<file path="src/rtl/wb_commit_unit.sv">
// Write-back/commit stage: write-back mux, 32x32 register file with decode bypass, mcycle/minstret CSRs.
// Optional commit trace registers are enabled by defining WB_COMMIT_TRACE_EN.
module wb_commit_unit #(
   parameter int unsigned     XLEN     = 32,
   parameter int unsigned     NUM_REGS = 32,
   parameter logic [XLEN-1:0] RESET_PC = '0
) (
   input  logic            clk,
   input  logic            rst_n,
   input  logic            wb_stall,
   input  logic            wb_reg_file_we,
   input  logic [4:0]      wb_reg_file_rd,
   input  logic [1:0]      wb_reg_file_sel,
   input  logic [XLEN-1:0] wb_alu_res,
   input  logic [XLEN-1:0] wb_data_mem_out,
   input  logic [XLEN-1:0] wb_pc_out,
   input  logic [XLEN-1:0] wb_csr_data_out,
   input  logic            wb_csr_we,
   input  logic [11:0]     wb_csr_addr,
   input  logic [XLEN-1:0] wb_csr_wdata,
   input  logic [4:0]      rs1_addr,
   input  logic [4:0]      rs2_addr,
   output logic [XLEN-1:0] rs1_data,
   output logic [XLEN-1:0] rs2_data,
   input  logic [11:0]     csr_raddr,
   output logic [XLEN-1:0] csr_rdata,
   output logic            csr_hit,
   output logic            commit_valid,
   output logic [XLEN-1:0] commit_pc,
   output logic [XLEN-1:0] commit_data,
   output logic [4:0]      commit_rd
);

   localparam int unsigned IDXW = $clog2(NUM_REGS);
   localparam logic [11:0] A_MCYCLE    = 12'hB00;
   localparam logic [11:0] A_MCYCLEH   = 12'hB80;
   localparam logic [11:0] A_MINSTRET  = 12'hB02;
   localparam logic [11:0] A_MINSTRETH = 12'hB82;
   localparam logic [11:0] A_CYCLE     = 12'hC00;
   localparam logic [11:0] A_CYCLEH    = 12'hC80;
   localparam logic [11:0] A_INSTRET   = 12'hC02;
   localparam logic [11:0] A_INSTRETH  = 12'hC82;
   localparam logic [2*XLEN-1:0] CNT_ONE = {{(2*XLEN-1){1'b0}}, 1'b1};

   logic            retire;
   logic            rf_we;
   logic            csr_wr;
   logic [XLEN-1:0] wb_val;
   logic [XLEN-1:0] regs [NUM_REGS];
   logic [2*XLEN-1:0] mcycle;
   logic [2*XLEN-1:0] minstret;

   assign retire = ~wb_stall;
   assign rf_we  = retire & wb_reg_file_we & (wb_reg_file_rd != '0);
   assign csr_wr = retire & wb_csr_we;

   always_comb begin
      wb_val = wb_alu_res;
      unique case (wb_reg_file_sel)
         2'b00: wb_val = wb_alu_res;
         2'b01: wb_val = wb_data_mem_out;
         2'b10: wb_val = wb_pc_out + XLEN'(4);
         2'b11: wb_val = wb_csr_data_out;
         default: wb_val = wb_alu_res;
      endcase
   end

   always_ff @(posedge clk or negedge rst_n) begin
      if (!rst_n) begin
         for (int unsigned i = 0; i < NUM_REGS; i++) regs[i] <= '0;
      end else if (rf_we) begin
         regs[wb_reg_file_rd[IDXW-1:0]] <= wb_val;
      end
   end

   // Bypass lets decode see the value retiring this cycle before it lands in the array.
   always_comb begin
      rs1_data = '0;
      rs2_data = '0;
      if (rs1_addr != '0)
         rs1_data = (rf_we && rs1_addr == wb_reg_file_rd) ? wb_val : regs[rs1_addr[IDXW-1:0]];
      if (rs2_addr != '0)
         rs2_data = (rf_we && rs2_addr == wb_reg_file_rd) ? wb_val : regs[rs2_addr[IDXW-1:0]];
   end

   // A CSR write to either half replaces that half and suppresses the whole counter's increment.
   always_ff @(posedge clk or negedge rst_n) begin
      if (!rst_n) begin
         mcycle   <= '0;
         minstret <= '0;
      end else begin
         if (csr_wr && wb_csr_addr == A_MCYCLE)
            mcycle <= {mcycle[2*XLEN-1:XLEN], wb_csr_wdata};
         else if (csr_wr && wb_csr_addr == A_MCYCLEH)
            mcycle <= {wb_csr_wdata, mcycle[XLEN-1:0]};
         else
            mcycle <= mcycle + CNT_ONE;

         if (csr_wr && wb_csr_addr == A_MINSTRET)
            minstret <= {minstret[2*XLEN-1:XLEN], wb_csr_wdata};
         else if (csr_wr && wb_csr_addr == A_MINSTRETH)
            minstret <= {wb_csr_wdata, minstret[XLEN-1:0]};
         else if (retire)
            minstret <= minstret + CNT_ONE;
      end
   end

   always_comb begin
      csr_hit   = 1'b1;
      csr_rdata = '0;
      unique case (csr_raddr)
         A_MCYCLE,   A_CYCLE:    csr_rdata = mcycle[XLEN-1:0];
         A_MCYCLEH,  A_CYCLEH:   csr_rdata = mcycle[2*XLEN-1:XLEN];
         A_MINSTRET, A_INSTRET:  csr_rdata = minstret[XLEN-1:0];
         A_MINSTRETH, A_INSTRETH: csr_rdata = minstret[2*XLEN-1:XLEN];
         default: begin
            csr_hit   = 1'b0;
            csr_rdata = '0;
         end
      endcase
   end

`ifdef WB_COMMIT_TRACE_EN
   always_ff @(posedge clk or negedge rst_n) begin
      if (!rst_n) begin
         commit_valid <= 1'b0;
         commit_pc    <= RESET_PC;
         commit_rd    <= '0;
         commit_data  <= '0;
      end else begin
         commit_valid <= retire;
         if (retire) begin
            commit_pc   <= wb_pc_out;
            commit_rd   <= wb_reg_file_we ? wb_reg_file_rd : '0;
            commit_data <= wb_val;
         end
      end
   end
`else
   assign commit_valid = 1'b0;
   assign commit_pc    = RESET_PC;
   assign commit_rd    = '0;
   assign commit_data  = '0;
`endif

endmodule

</file>
<file path="config.mk">
export PLATFORM = sky130hd
export DESIGN_NAME = wb_commit_unit
export DESIGN_NICKNAME = d
export VERILOG_FILES = /design/src/rtl/wb_commit_unit.sv
export SDC_FILE = /design/constraint.sdc
export NUM_CORES = 2
export LEC_CHECK = 0
export ABC_AREA = 1
export CAP_MARGIN = 5
export CORE_AREA = 2 2 324 406
export DETAILED_ROUTE_END_ITERATION = 16
export DIE_AREA = 0 0 326 408
export PLACE_DENSITY_LB_ADDON = 0.05
export SETUP_SLACK_MARGIN = 0.05
export SKIP_CTS_REPAIR_TIMING = 1
export SLEW_MARGIN = 20
export SYNTH_ARGS = -nofsm -noshare
export SYNTH_HDL_FRONTEND = slang
export SYNTH_SLANG_ARGS = --single-unit
</file>
<file path="constraint.sdc">
create_clock -name clk -period 3.7 [get_ports clk]
set_input_delay 0.37 -clock clk [delete_from_list [all_inputs] [get_ports clk]]
set_output_delay 0.37 -clock clk [all_outputs]
set_load 0.03 [all_outputs]
</file>
# Word level (Yosys, flattened, before mapping)
# Cells that the tools add are included.
# op_classes
n_reduce_logical	18
add_sub_neg	3
bitwise_logic	8
n_eq_ne	21
muxes	21
magnitude_cmp	4
# op_table
operator	n
1024-bit bitwise mux	1
32-bit two-way mux	11
32-bit binary-select mux with 5-bit select	2
32-bit case mux with 4 select lines	2
64-bit two-way mux	3
32-bit demux with 5-bit select	1
12-bit equality test (second input constant)	12
64-bit by 1-bit adder with 64-bit output (second input constant)	2
32-bit by 3-bit adder with 32-bit output (second input constant)	1
6-bit greater-or-equal comparator (second input constant)	3
5-bit inverter with 6-bit output	3
5-bit nonzero test	3
5-bit equality test	2
2-bit OR reduction	4
8-bit OR reduction	1
1-bit logical AND	7
6-bit by 1-bit less-than comparator with 1-bit output (second input constant)	1
2-bit equality test (second input constant)	2
2-bit by 1-bit inequality test with 1-bit output (second input constant)	2
2-bit inequality test (second input constant)	2
2-bit AND reduction	2
1-bit bitwise AND	3
2-bit by 1-bit equality test with 1-bit output (second input constant)	1
2-bit zero test	1
2 further kinds	3
# word_totals
reg_bits	1152
word_cells	111
inputBits	206
output_inout_bits	167

# Longest topological paths before layout
# depth
ltp_word	6
mapped_depth	14
depth_no_buf	12

# Worst setup path before layout
# No wires, ideal clock.
# synth_path
path_type	input port to output port
startpoint	in wb_reg_file_rd[3]
endpoint	out rs1_data[2]
path_buffers	2
path_slack_ps	1377
arrival_ps	1953
stages	9
t_required_ps	3330
path_cell_list	buf_4 nor3_4 nand2_1 nand2_1 inv_2 nand2_2 clkbuf_1 o21ai_0 a21oi_1
# synth_between
elab_chain_cells	5
word_cells_on_any_way	6
classes_between	eq/ne (1); mux (2); bitwise (1); reduce/logical (2)
# synth_lines
item	line	rtl
start, declared	12	input logic [4:0] wb_reg_file_rd,
5-bit nonzero test	54	assign rf_we = retire & wb_reg_file_we & (wb_reg_file_rd != '0);
1-bit bitwise AND	54	
1-bit logical AND (*)	81	rs1_data = (rf_we && rs1_addr == wb_reg_file_rd) ? wb_val : regs[rs1_addr[IDXW-1:0]];
32-bit two-way mux (*)	81	
32-bit two-way mux (*)	80	if (rs1_addr != '0)
end, declared	23	output logic [XLEN-1:0] rs1_data,
# Mark *: on every way between the ends. The rest lies on a longest branch, timed or not.

# Worst setup path after layout
# layout_path
startpoint	in wb_reg_file_rd[3]
endpoint	out rs2_data[19]
# layout_between
elab_chain_cells	5
word_cells_on_any_way	6
classes_between	eq/ne (1); mux (2); bitwise (1); reduce/logical (2)
# layout_lines
item	line	rtl
5-bit nonzero test	54	
1-bit bitwise AND	54	
1-bit logical AND (*)	83	rs2_data = (rf_we && rs2_addr == wb_reg_file_rd) ? wb_val : regs[rs2_addr[IDXW-1:0]];
32-bit two-way mux (*)	83	
32-bit two-way mux (*)	82	if (rs2_addr != '0)
end, declared	24	output logic [XLEN-1:0] rs2_data,
# Marked as above.

==> summary.txt <==
Synthesis
  • Syn avg cell area: roughly 6.7 um^2
  • Ys async rst share: between 90% and 100%
  • Synth Cell Area: roughly 70,000 um^2
  • Ys Warns: 0
  • Synth Register Bits: 1,152
  • Post-synth EDFFs: 0
  • Synth top area share: between 40% and 50%
  • Area contributors post-synth: dfrtp_1 41%, nand2_1 19%, nand3_1 14%
  • Primary FF master, synth: dfrtp_1
  • Yosys top cell by area: dfrtp_1
  • Yosys cell types: 45
  • Sequential fraction of the synthesis area: between 40% and 50%
  • Post-Synthesis Cells: between 10k and 15k

Final layout
  • Layout net count: between 10k and 15k
  • Register area: approximately 29,000 um^2
  • # fillers: 12.19k
  • Fraction of layout cells with a size suffix above 1: roughly 6.4%
  • Area of the multi-input gates: about 36,000 um^2
  • Non-Filler Instances: roughly 12k
  • P&R area growth vs syn: 12.34%
  • Utilization after layout: between 60% and 70%

Die
  • Die Y-Extent: 408 um
  • Die area: roughly 130,000 um^2
  • Standard-cell row count: between 100 and 150
  • Starting Density: ~55%
  • Die Wd: 326 um
  • Io pins: between 300 and 400
  • Area of the core: roughly 130,000 um^2

Global routing
  • Vias in the first global route: between 70k and 80k
  • Grt total ovfl: 0
  • Initial antenna violation count: 3
  • Total GRT Usage: ~45%
  • First-pass GRT wire length: 451,600 um
  • Pin count of the biggest net entering global routing: about 130

Power and ir drop
  • Leakage: ~37 nW
  • VDD IR max: between 0.4 and 0.5 mV
  • Power per cell area: ~460 nW/um^2

Clock tree
  • Number of buffers created by CTS: ~120
  • CTS tree: done
  • Sink Count: about 1.2k
  • Reg clk slew, reported paths: ~0.06 ns
  • H-tree Lvls: 3
  • Max Buffers Root-to-Sink: 3
  • Clock Latency Late Sink: just under 0.8 ns
  • Clk root buf: clkbuf_16

Timing
  • Final TNS setup: 0 ns
  • Max Clk Rate: 277.2 MHz
  • Final Max Tran Viols: 0
  • Slew margin rel.: between 10% and 20%
  • Fin. Hold Viols: 0
  • Fin crit share: a little over nine tenths
  • RSZ-0062 raised after global routing: no
  • Clock Skew: 0.05413 ns
  • Setup violations, final: 0
  • Worst slew pin tran: ~1.3 ns
  • Fin crit period: about 3.6 ns
  • Final hold slack: approximately 0.15 ns

Detailed routing
  • DRC: 0
  • Iteration-0 DRC Markers: about 11k
  • Via/cell ratio: 6.268
  • Final ANT Viol Nets: 0
  • 1st-pass router iterations: 9
  • Avg WL per Cell: 24.83 um
  • Vias: about 76k
  • Total wire length: 302,700 um

Place
  • Inst Count DP: 11.97k
  • GPL Wtd Cong: around 1
  • IO Port Bufs: just over 300
  • Final HPWL DP: roughly 180,000 um

Critical path
  • Crit start category: input port
  • Crit Path Class: input port to output port
  • Worst EP arrival: around 3.2 ns
  • Setup crit end kind: output port
  • Critical Path RT: 3.33 ns
  • CP max FO: 29

Run
  • Max-cap violations: 0

Status
  • Outcome: complete, no violations

Worst hold path
  • Hold Path Class: input port to asynchronous set/reset pin
[path summary, 6_finish.rpt]
| kind | start | end | slack [ns] | cells past startpoint |
|---|---|---|---|---|
| max in group asynchronous | rst_n | regs[431]$_DFFE_PN0P_ | 2.29 | 4 |
| max | wb_reg_file_rd[3] | rs2_data[19] | 0.09 | 11 |
| min | rst_n | mcycle[3]$_DFFE_PN0P_ | 0.15 | 2 |
| min in group clk | wb_csr_wdata[7] | minstret[7]$_DFFE_PN0P_ | 0.20 | 3 |
| max reg2reg | mcycle[0]$_DFFE_PN0P_ | mcycle[62]$_DFFE_PN0N_ | 0.79 | 12 |
| min reg2reg | regs[1002]$_DFFE_PN0P_ | regs[1002]$_DFFE_PN0P_ | 0.38 | 0 |
[flip-flops by register name (all words and copies together), names as in the netlist]
signal,cells
minstret,64
regs,1024
mcycle,64
[per-layer routing]
| layer | global-route usage (%) | wire length, um | vias up | share of wire (%) |
|---|---|---|---|---|
| li1 | - | - | 34070 | - |
| met1 | 55.72 | 108700 | 35680 | 36 |
| met2 | 66.62 | 130400 | 5364 | 43 |
| met3 | 10.62 | 36800 | 1298 | 12 |
| met4 | 33.71 | 26680 | 2 | 8.8 |
| met5 | 0.3261 | 62 | - | 0.020 |
[synthesized netlist by cell type, types with 2 or more instances]
cell / instances
nand2_1: 3618
nand3_1: 1962
dfrtp_1: 1152
o21ai_0: 1151
nor2_1: 509
inv_1: 492
clkbuf_1: 362
buf_2: 341
a21oi_1: 209
buf_1: 103
buf_4: 88
o211ai_1: 85
nand4_1: 69
nor3_1: 57
xor2_1: 47
o22ai_1: 46
o21ai_1: 41
or2_2: 27
o21bai_1: 23
inv_2: 20
nand2_2: 20
o221ai_1: 15
clkbuf_2: 14
xnor2_1: 12
nor3_2: 11
a22oi_1: 10
nor2_2: 7
or2_1: 7
a31oi_1: 6
a21o_1: 4
nand3_2: 4
clkinv_1: 3
ha_1: 3
nor4_2: 2
o21a_1: 2
[critical path, cell delays in order]
cell and delay [ns]:
clkdlybuf4s50_1 0.72, inv_2 0.14, nand2_1 0.10, nand4_1 0.15
nor3_4 0.51, clkinv_2 0.13, buf_4 0.34, nand3_1 0.19
nand2_1 0.07, nor2_1 0.32, buf_12 0.17
[report_power, final]
part	total, mW	internal (mW)	switching (mW)
Combinational	7.78	2.74	5.04
Sequential	15.9	14.4	1.51
Clock	12.5	6.99	5.54
Total	36.2	24.1	12.1
[cell type report]
type / count / area share (%)
Antenna cell: 3 / 0.009467
Clock buffer: 172 / 4.336
Clock inverter: 45 / 0.6469
Inverter: 515 / 2.496
Multi-Input combinational cell: 8026 / 45.57
Sequential cell: 1152 / 36.35
Tap cell: 1725 / 2.722
Timing Repair Buffer: 554 / 7.870
[placed cells by master, fill, tap and decap left out, types with 70 or more instances in the layout]
cell	Yosys	final
inv_1	492	487
buf_12	0	124
dfrtp_1	1152	1152
conb_1	1	70
nand2_1	3618	3602
buf_4	88	225
nand3_1	1962	1961
clkbuf_16	0	120
o21ai_0	1151	1147
clkdlybuf4s50_1	0	195
a21oi_1	209	209
o211ai_1	85	85
nor2_1	509	509
[kinds of logic after synthesis]
family / Yosys count / synth area share [%]
AO/OA/AOI/OAI: 1594 / 11.92
XOR/XNOR: 59 / 0.7320
adder cells (fa/ha/maj): 3 / 0.05318
buffers and inverters: 1423 / 8.664
flip-flops: 1152 / 40.84
other: 1 / 0.005312
AND/OR/NAND/NOR: 6300 / 37.78
[metrics by stage]
| step | cell area (um^2) | total power [mW] | worst slack, ns |
|---|---|---|---|
| after global placement | 75330 | 23.37 | 0.3405 |
| after detailed placement | 75330 | 23.59 | 0.2940 |
| final | 79300 | 36.17 | 0.09292 |
| after global routing | 79300 | 37.74 | 0.1176 |
| after floorplan | 70850 | 20.68 | 1.377 |
| after CTS | 79280 | 35.97 | 0.2733 |
(Power assumes the default switching activity.)
